===== src/rtl/argmax_sched_pkg.sv =====
// ============================================================================
// Module   : argmax_sched_pkg
// Brief    : Shared types and defaults for the argmax tree sequencer.
// Revision : 1.0
// ============================================================================
`default_nettype none

package argmax_sched_pkg;

    localparam int NUM_CLASS_DEF = 24;
    localparam int DATA_W_DEF    = 8;
    localparam int IDX_W_DEF     = 5;
    localparam int TREE_LAT_DEF  = 3;

    // Wide enough to hold the result timeout of TREE_LAT+2 cycles
    localparam int TMO_W = $clog2(TREE_LAT_DEF + 3);

    typedef enum logic [1:0] {
        COLLECT = 2'd0,
        FIRE    = 2'd1,
        WAIT    = 2'd2
    } state_e;

endpackage

`default_nettype wire


===== src/rtl/argmax_sched_stab_filter.sv =====
// ============================================================================
// Module   : stab_filter
// Brief    : Temporal stability filter on the winning class index; built only
//            when ARGMAX_SCHED_STABLE_FILTER_EN is defined.
// Revision : 1.0
// ============================================================================
`default_nettype none

`ifdef ARGMAX_SCHED_STABLE_FILTER_EN
module stab_filter #(
    parameter int IDX_W      = 5,
    parameter int STABLE_CNT = 4
) (
    input  logic             clk,
    input  logic             resetn,
    input  logic             step,
    input  logic [IDX_W-1:0] idx,
    output logic             publish
);

    logic [IDX_W-1:0] r_hist_idx;
    logic [3:0]       r_run;
    logic             r_hist_valid;
    logic             w_match;
    logic [3:0]       w_next_run;

    always_comb begin
        w_match    = r_hist_valid && (idx == r_hist_idx);
        w_next_run = 4'd1;
        if (w_match) begin
            w_next_run = (r_run == 4'd15) ? 4'd15 : r_run + 4'd1;
        end
        // A saturated run sitting at the threshold must not publish again
        publish = step && (w_next_run == 4'(STABLE_CNT))
                       && !(w_match && (r_run == 4'(STABLE_CNT)));
    end

    always_ff @(posedge clk) begin
        if (!resetn) begin
            r_hist_idx   <= '0;
            r_run        <= 4'd0;
            r_hist_valid <= 1'b0;
        end else if (step) begin
            r_hist_idx   <= idx;
            r_run        <= w_next_run;
            r_hist_valid <= 1'b1;
        end
    end

endmodule
`endif

`default_nettype wire


===== src/rtl/argmax_sched.sv =====
// ============================================================================
// Module   : argmax_sched
// Brief    : Collects per-class scores, fires the argmax tree once per frame,
//            watches for its result and publishes stable classifications.
//            Option macro: ARGMAX_SCHED_STABLE_FILTER_EN.
// Revision : 1.0
// ============================================================================
`default_nettype none

module argmax_sched
    import argmax_sched_pkg::*;
#(
    parameter int NUM_CLASS  = NUM_CLASS_DEF,
    parameter int DATA_W     = DATA_W_DEF,
    parameter int IDX_W      = IDX_W_DEF,
    parameter int TREE_LAT   = TREE_LAT_DEF,
    parameter int STABLE_CNT = 4
) (
    input  logic                        clk,
    input  logic                        resetn,
    input  logic [DATA_W-1:0]           score_i,
    input  logic                        score_valid_i,
    input  logic                        score_last_i,
    output logic                        busy_o,
    output logic [NUM_CLASS*DATA_W-1:0] tree_data_o,
    output logic                        tree_valid_o,
    input  logic [DATA_W-1:0]           tree_data_i,
    input  logic [IDX_W-1:0]            tree_idx_i,
    input  logic                        tree_valid_i,
    output logic [IDX_W-1:0]            res_idx_o,
    output logic [DATA_W-1:0]           res_score_o,
    output logic                        res_valid_o,
    input  logic                        res_ready_i,
    output logic                        err_o,
    output logic                        drop_o
);

    localparam int CNT_W = $clog2(NUM_CLASS);
    localparam logic [CNT_W-1:0] c_last = CNT_W'(NUM_CLASS - 1);
    localparam logic [TMO_W-1:0] c_tmo  = TMO_W'(TREE_LAT + 2);

    if (STABLE_CNT < 1 || STABLE_CNT > 15) begin : g_bad_stable_cnt
        $error("argmax_sched: STABLE_CNT must be in 1..15");
    end

    state_e                      r_state;
    logic [CNT_W-1:0]            r_cnt;
    logic [TMO_W-1:0]            r_tmo;
    logic [NUM_CLASS*DATA_W-1:0] r_vec;
    logic                        r_fire;
    logic                        r_err;
    logic                        r_drop;
    logic                        r_res_valid;
    logic [IDX_W-1:0]            r_res_idx;
    logic [DATA_W-1:0]           r_res_score;
    logic                        w_step;
    logic                        w_publish;

    assign w_step = (r_state == WAIT) && tree_valid_i;

`ifdef ARGMAX_SCHED_STABLE_FILTER_EN
    stab_filter #(
        .IDX_W      (IDX_W),
        .STABLE_CNT (STABLE_CNT)
    ) u_stab_filter (
        .clk     (clk),
        .resetn  (resetn),
        .step    (w_step),
        .idx     (tree_idx_i),
        .publish (w_publish)
    );
`else
    assign w_publish = w_step;
`endif

    always_ff @(posedge clk) begin
        if (!resetn) begin
            r_state     <= COLLECT;
            r_cnt       <= '0;
            r_tmo       <= '0;
            r_vec       <= '0;
            r_fire      <= 1'b0;
            r_err       <= 1'b0;
            r_drop      <= 1'b0;
            r_res_valid <= 1'b0;
            r_res_idx   <= '0;
            r_res_score <= '0;
        end else begin
            r_fire <= 1'b0;
            r_err  <= 1'b0;
            r_drop <= 1'b0;
            if (r_res_valid && res_ready_i) begin
                r_res_valid <= 1'b0;
            end
            if (w_publish) begin
                if (!r_res_valid || res_ready_i) begin
                    r_res_valid <= 1'b1;
                    r_res_idx   <= tree_idx_i;
                    r_res_score <= tree_data_i;
                end else begin
                    r_drop <= 1'b1;
                end
            end

            case (r_state)
                COLLECT: begin
                    if (score_valid_i) begin
                        r_vec[int'(r_cnt)*DATA_W +: DATA_W] <= score_i;
                        if ((r_cnt == c_last) && score_last_i) begin
                            r_cnt   <= '0;
                            r_fire  <= 1'b1;
                            r_state <= FIRE;
                        end else if ((r_cnt == c_last) || score_last_i) begin
                            r_cnt <= '0;
                            r_err <= 1'b1;
                        end else begin
                            r_cnt <= r_cnt + 1'b1;
                        end
                    end
                end
                FIRE: begin
                    r_err   <= score_valid_i;
                    r_tmo   <= c_tmo;
                    r_state <= WAIT;
                end
                WAIT: begin
                    if (tree_valid_i) begin
                        r_err   <= score_valid_i;
                        r_state <= COLLECT;
                    end else if (r_tmo == TMO_W'(1)) begin
                        r_err   <= 1'b1;
                        r_state <= COLLECT;
                    end else begin
                        r_err <= score_valid_i;
                        r_tmo <= r_tmo - 1'b1;
                    end
                end
                default: r_state <= COLLECT;
            endcase
        end
    end

    assign busy_o       = (r_state != COLLECT);
    assign tree_data_o  = r_vec;
    assign tree_valid_o = r_fire;
    assign res_idx_o    = r_res_idx;
    assign res_score_o  = r_res_score;
    assign res_valid_o  = r_res_valid;
    assign err_o        = r_err;
    assign drop_o       = r_drop;

endmodule

`default_nettype wire

===== config.mk =====
export PLATFORM = sky130hd
export DESIGN_NAME = argmax_sched
export DESIGN_NICKNAME = d
export VERILOG_FILES = /design/src/rtl/argmax_sched_pkg.sv /design/src/rtl/argmax_sched_stab_filter.sv /design/src/rtl/argmax_sched.sv
export SDC_FILE = /design/constraint.sdc
export NUM_CORES = 1
export LEC_CHECK = 0
export CAP_MARGIN = 20
export CORE_MARGIN = 3
export CORE_UTILIZATION = 50
export DETAILED_ROUTE_END_ITERATION = 8
export HOLD_SLACK_MARGIN = 0.15
export PLACE_DENSITY = 0.83
export SYNTH_ARGS = -nofsm -noshare
export SYNTH_HDL_FRONTEND = slang
export SYNTH_SLANG_ARGS = --single-unit

===== constraint.sdc =====
create_clock -name clk -period 4.76 [get_ports clk]
set_clock_uncertainty 0.1 [all_clocks]
set_input_delay 1.428 -clock clk [delete_from_list [all_inputs] [get_ports clk]]
set_output_delay 1.428 -clock clk [all_outputs]
set_load 0.01 [all_outputs]

==> results_dict.tcl <==
set metrics [dict create \
    status "complete, no violations" \
    endpoint_kind "register" \
    synth_seq_cells 219 \
    synthArstFlopShare 0 \
    hold_buffers 0 \
    via_per_inst 5.427 \
    dieWidth_microns 140.7 \
    internal_power_uw 3015 \
    hold_viol_final 0 \
    htree_levels 1 \
    max_stage_delay_ns 0.60 \
    cts_buffers 23 \
    clk_pin_slew_worst_paths_ns 0.06 \
    worst_pin_slew_ns 1.003 \
    clockBufferDepth 3 \
    p_leak_uw 0.005052 \
    fin_crit_sh 0.7973 \
    start_util 0.5176 \
    drt_wl_total_microns 25820 \
    rows 48 \
    drc 0 \
    gr-usage-all-layers 0.2489 \
    setup_violations 0 \
    wl_per_cell_microns 18.18 \
    synth_warnings 0 \
    max_freq_mhz 263.5 \
    ir_worst_vdd_mv 0.2741 \
    p_per_area_nw_per_um2 316.3 \
    arrival_ns 4.11 \
    clock-sinks 219 \
    crit_fanout 14 \
    io_pins 237 \
    setup.worst_path.class "register to register" \
    crit_top_cell "ha_1" \
    fin_crit_ns 3.795 \
    worstSkewPairLatency_ns 0.50 \
    synth_cell_type_count 56 \
    worst_r2r_endpoint "tree_data_o[132]" \
    dp_hpwl_microns 17810 \
    r2r_start "r_cnt[0]" \
    postSynthAreaPerCell_sq_um 9.272 \
    comb_power_share 0.048 \
    r2r_setup_slack_ns 0.96 \
    dr.pass1.iters 5 \
    synth_edf_count 0 \
    antenna_found_initial 0 \
    worstSetupEndpoint "tree_data_o[132]" \
    grt_pass1_vias 7517 \
    syn2layout_area_growth_pct 34.93 \
    crit_chain "inv_1, ha_1, nand2b_1, nor2_1, ha_1, nand4bb_1, nor2_2, nand4b_1, mux2i_1" \
    gp_congestion 0.8776 \
    die_h_microns 140.7 \
    grt_max_degree 85 \
    ant_nets 0 \
    nets 1214 \
    postCtsSetupBuffers 0 \
    fin_area_sq_um 12250 \
    die_area_sq_um 19810 \
    hold_path.class "register to register" \
    synth_ff_type "dfxtp_1" \
    crit_slowest_cell "dfxtp_1" \
    p_seq_frac 0.475 \
    setup_tns_ns 0 \
    cts_resized 0 \
    whs_ns 0.3503 \
    grt_pass1_wl_microns 40220 \
    cts_root_buf "clkbuf_16" \
    cap_violations 0 \
    rsz0062_at_grt "false" \
    n_antenna_cell 0 \
    cp-startpoint "r_cnt[0]" \
    synth_top_area_cell "dfxtp_1" \
    globalRoute.totalOverflow 0 \
    maxSlewViolCount 0 \
    clock_power_share 0.477 \
    layout-drive-gt1-share 0.06527 \
    yosysTopAreaCellShare 0.4830 \
    dpl-instance-area_sq_um 11460 \
    ys_seq_area_frac 0.4830 \
    p_sw_uw 858.7 \
    syn_inst 979 \
    critPathRequiredTime_ns 5.07 \
    syn_area_sq_um 9077 \
    synth.area.top_cells "dfxtp_1, mux2i_1, nand2_1, nand3_1, o21ai_0" \
    start_kind "register" \
    drt_iter0_markers 438 \
    syn_nets 1013 \
    cts_tree "built" \
    core_sq_um 17540 \
    r2r_cells 9 \
    slew_headroom 0.3259 \
    dr_total_vias 7707 \
    switching_share 0.2217 \
    numPortBuffers 236 \
]
## registers in the layout, indices dropped and copies added (netlist names)
register / flops
r_state: 2
tree_data_o: 192
r_cnt: 5
res_valid_o: 1
tree_valid_o: 1
drop_o: 1
err_o: 1
res_score_o: 8
r_tmo: 3
res_idx_o: 5
## power groups by stage
stage / registers [uW] / logic, uW / clock network [uW]
2_1_floorplan: 1880 / 115 / 0
3_3_place_gp: 1880 / 179 / 0
3_5_place_dp: 1880 / 181 / 0
4_1_cts: 1840 / 182 / 1870
5_1_grt: 1840 / 198 / 1940
6_report: 1840 / 184 / 1850
## per-stage QoR
step	utilization	std cells	setup slack (ns)	power (uW)
after floorplan	-	979	1.855	1995
after global placement	0.6533	1379	0.9846	2061
after detailed placement	0.6533	1379	0.9393	2062
after CTS	0.6980	1419	0.9746	3895
after global routing	0.6984	1420	0.7033	3974
final	0.6984	1420	0.9647	3874
## cell type report
class,count,area (sq um)
flip-flops and latches,219,4384
clock buffers,30,651.9
inverters,9,33.78
well taps,225,281.5
clock inverters,10,131.4
repair buffers,244,2424
fillers,1378,5289
multi-input cells,683,4342
## logic make-up after synthesis
group	count (synthesis)	synth area share
compound gates	68	0.04672
xor+xnor	7	0.006754
simple gates	435	0.2316
flops	219	0.4830
fa+ha+maj	7	0.009648
mux	166	0.1832
buf+inv	77	0.03915
## Yosys cell counts, drive strengths merged (2+ instances only)
cell type / n
or3: 2
nand2: 243
o211a: 2
nor2b: 5
or4b: 3
or2: 3
o21ai: 45
a211oi: 2
nor3: 16
o21a: 2
nand2b: 7
inv: 8
mux2i: 165
nor3b: 3
dfxtp: 219
nand3b: 3
ha: 7
clkbuf: 38
and3: 11
nand3: 83
or3b: 3
a2111oi: 3
nor2: 27
xnor2: 3
nand4: 12
xor2: 4
buf: 30
and2: 6
a21oi: 13
nor4b: 2
## metal layers
layer,vias up,share of wire,wire [microns],track usage
li1,3739,-,-,-
met1,3642,0.42,10960,0.3246
met2,263,0.48,12280,0.4133
met3,63,0.065,1666,0.04308
met4,0,0.035,916,0.09536
met5,-,0,0,0
## placed cells by master (no fill, tap or decap), types with 2 or more instances in the layout
master / Yosys / final
nand2_1: 243 / 243
clkbuf_16: 0 / 23
nor3_1: 11 / 11
nor3b_1: 2 / 2
nand3_4: 2 / 2
or4b_1: 2 / 2
o21a_1: 2 / 2
nor2b_1: 5 / 5
or3b_1: 2 / 2
nor3_2: 5 / 5
a21oi_1: 13 / 13
clkinv_2: 0 / 5
xnor2_1: 3 / 3
nand2b_1: 7 / 7
clkbuf_8: 0 / 5
clkbuf_1: 38 / 2
buf_4: 7 / 8
a2111oi_4: 2 / 2
nand3_1: 73 / 73
and3_1: 11 / 11
o21ai_0: 42 / 42
clkdlybuf4s50_1: 0 / 235
dfxtp_1: 219 / 219
nand4_1: 11 / 11
mux2i_1: 165 / 165
xor2_1: 4 / 4
inv_1: 8 / 8
o211a_1: 2 / 2
nand3_2: 8 / 8
ha_1: 7 / 7
nor2_1: 26 / 26
and2_1: 6 / 6
or2_2: 2 / 2
nand3b_1: 3 / 3
o21ai_1: 3 / 2
bufinv_16: 0 / 3
## worst min-delay path by stage
stage	from	endpoint	slack, ns	cells past startpoint
floorplan	tree_data_o[138]	tree_data_o[138]	0.37	2
global placement	tree_data_o[1]	tree_data_o[1]	0.34	2
detailed placement	tree_data_o[5]	tree_data_o[5]	0.34	2
CTS	tree_data_o[5]	tree_data_o[5]	0.35	2
global route	tree_data_o[7]	tree_data_o[7]	0.37	2
finish	tree_data_o[5]	tree_data_o[5]	0.35	2
## critical path, delay by kind of cell, from the launching register on
| kind | cells | cell delay [ns] |
|---|---|---|
| simple gates | 5 | 1.52 |
| fa+ha+maj | 2 | 0.96 |
| flops | 1 | 0.60 |
| mux | 1 | 0.34 |
| buf+inv | 1 | 0.18 |
(Power assumes the default switching activity.)
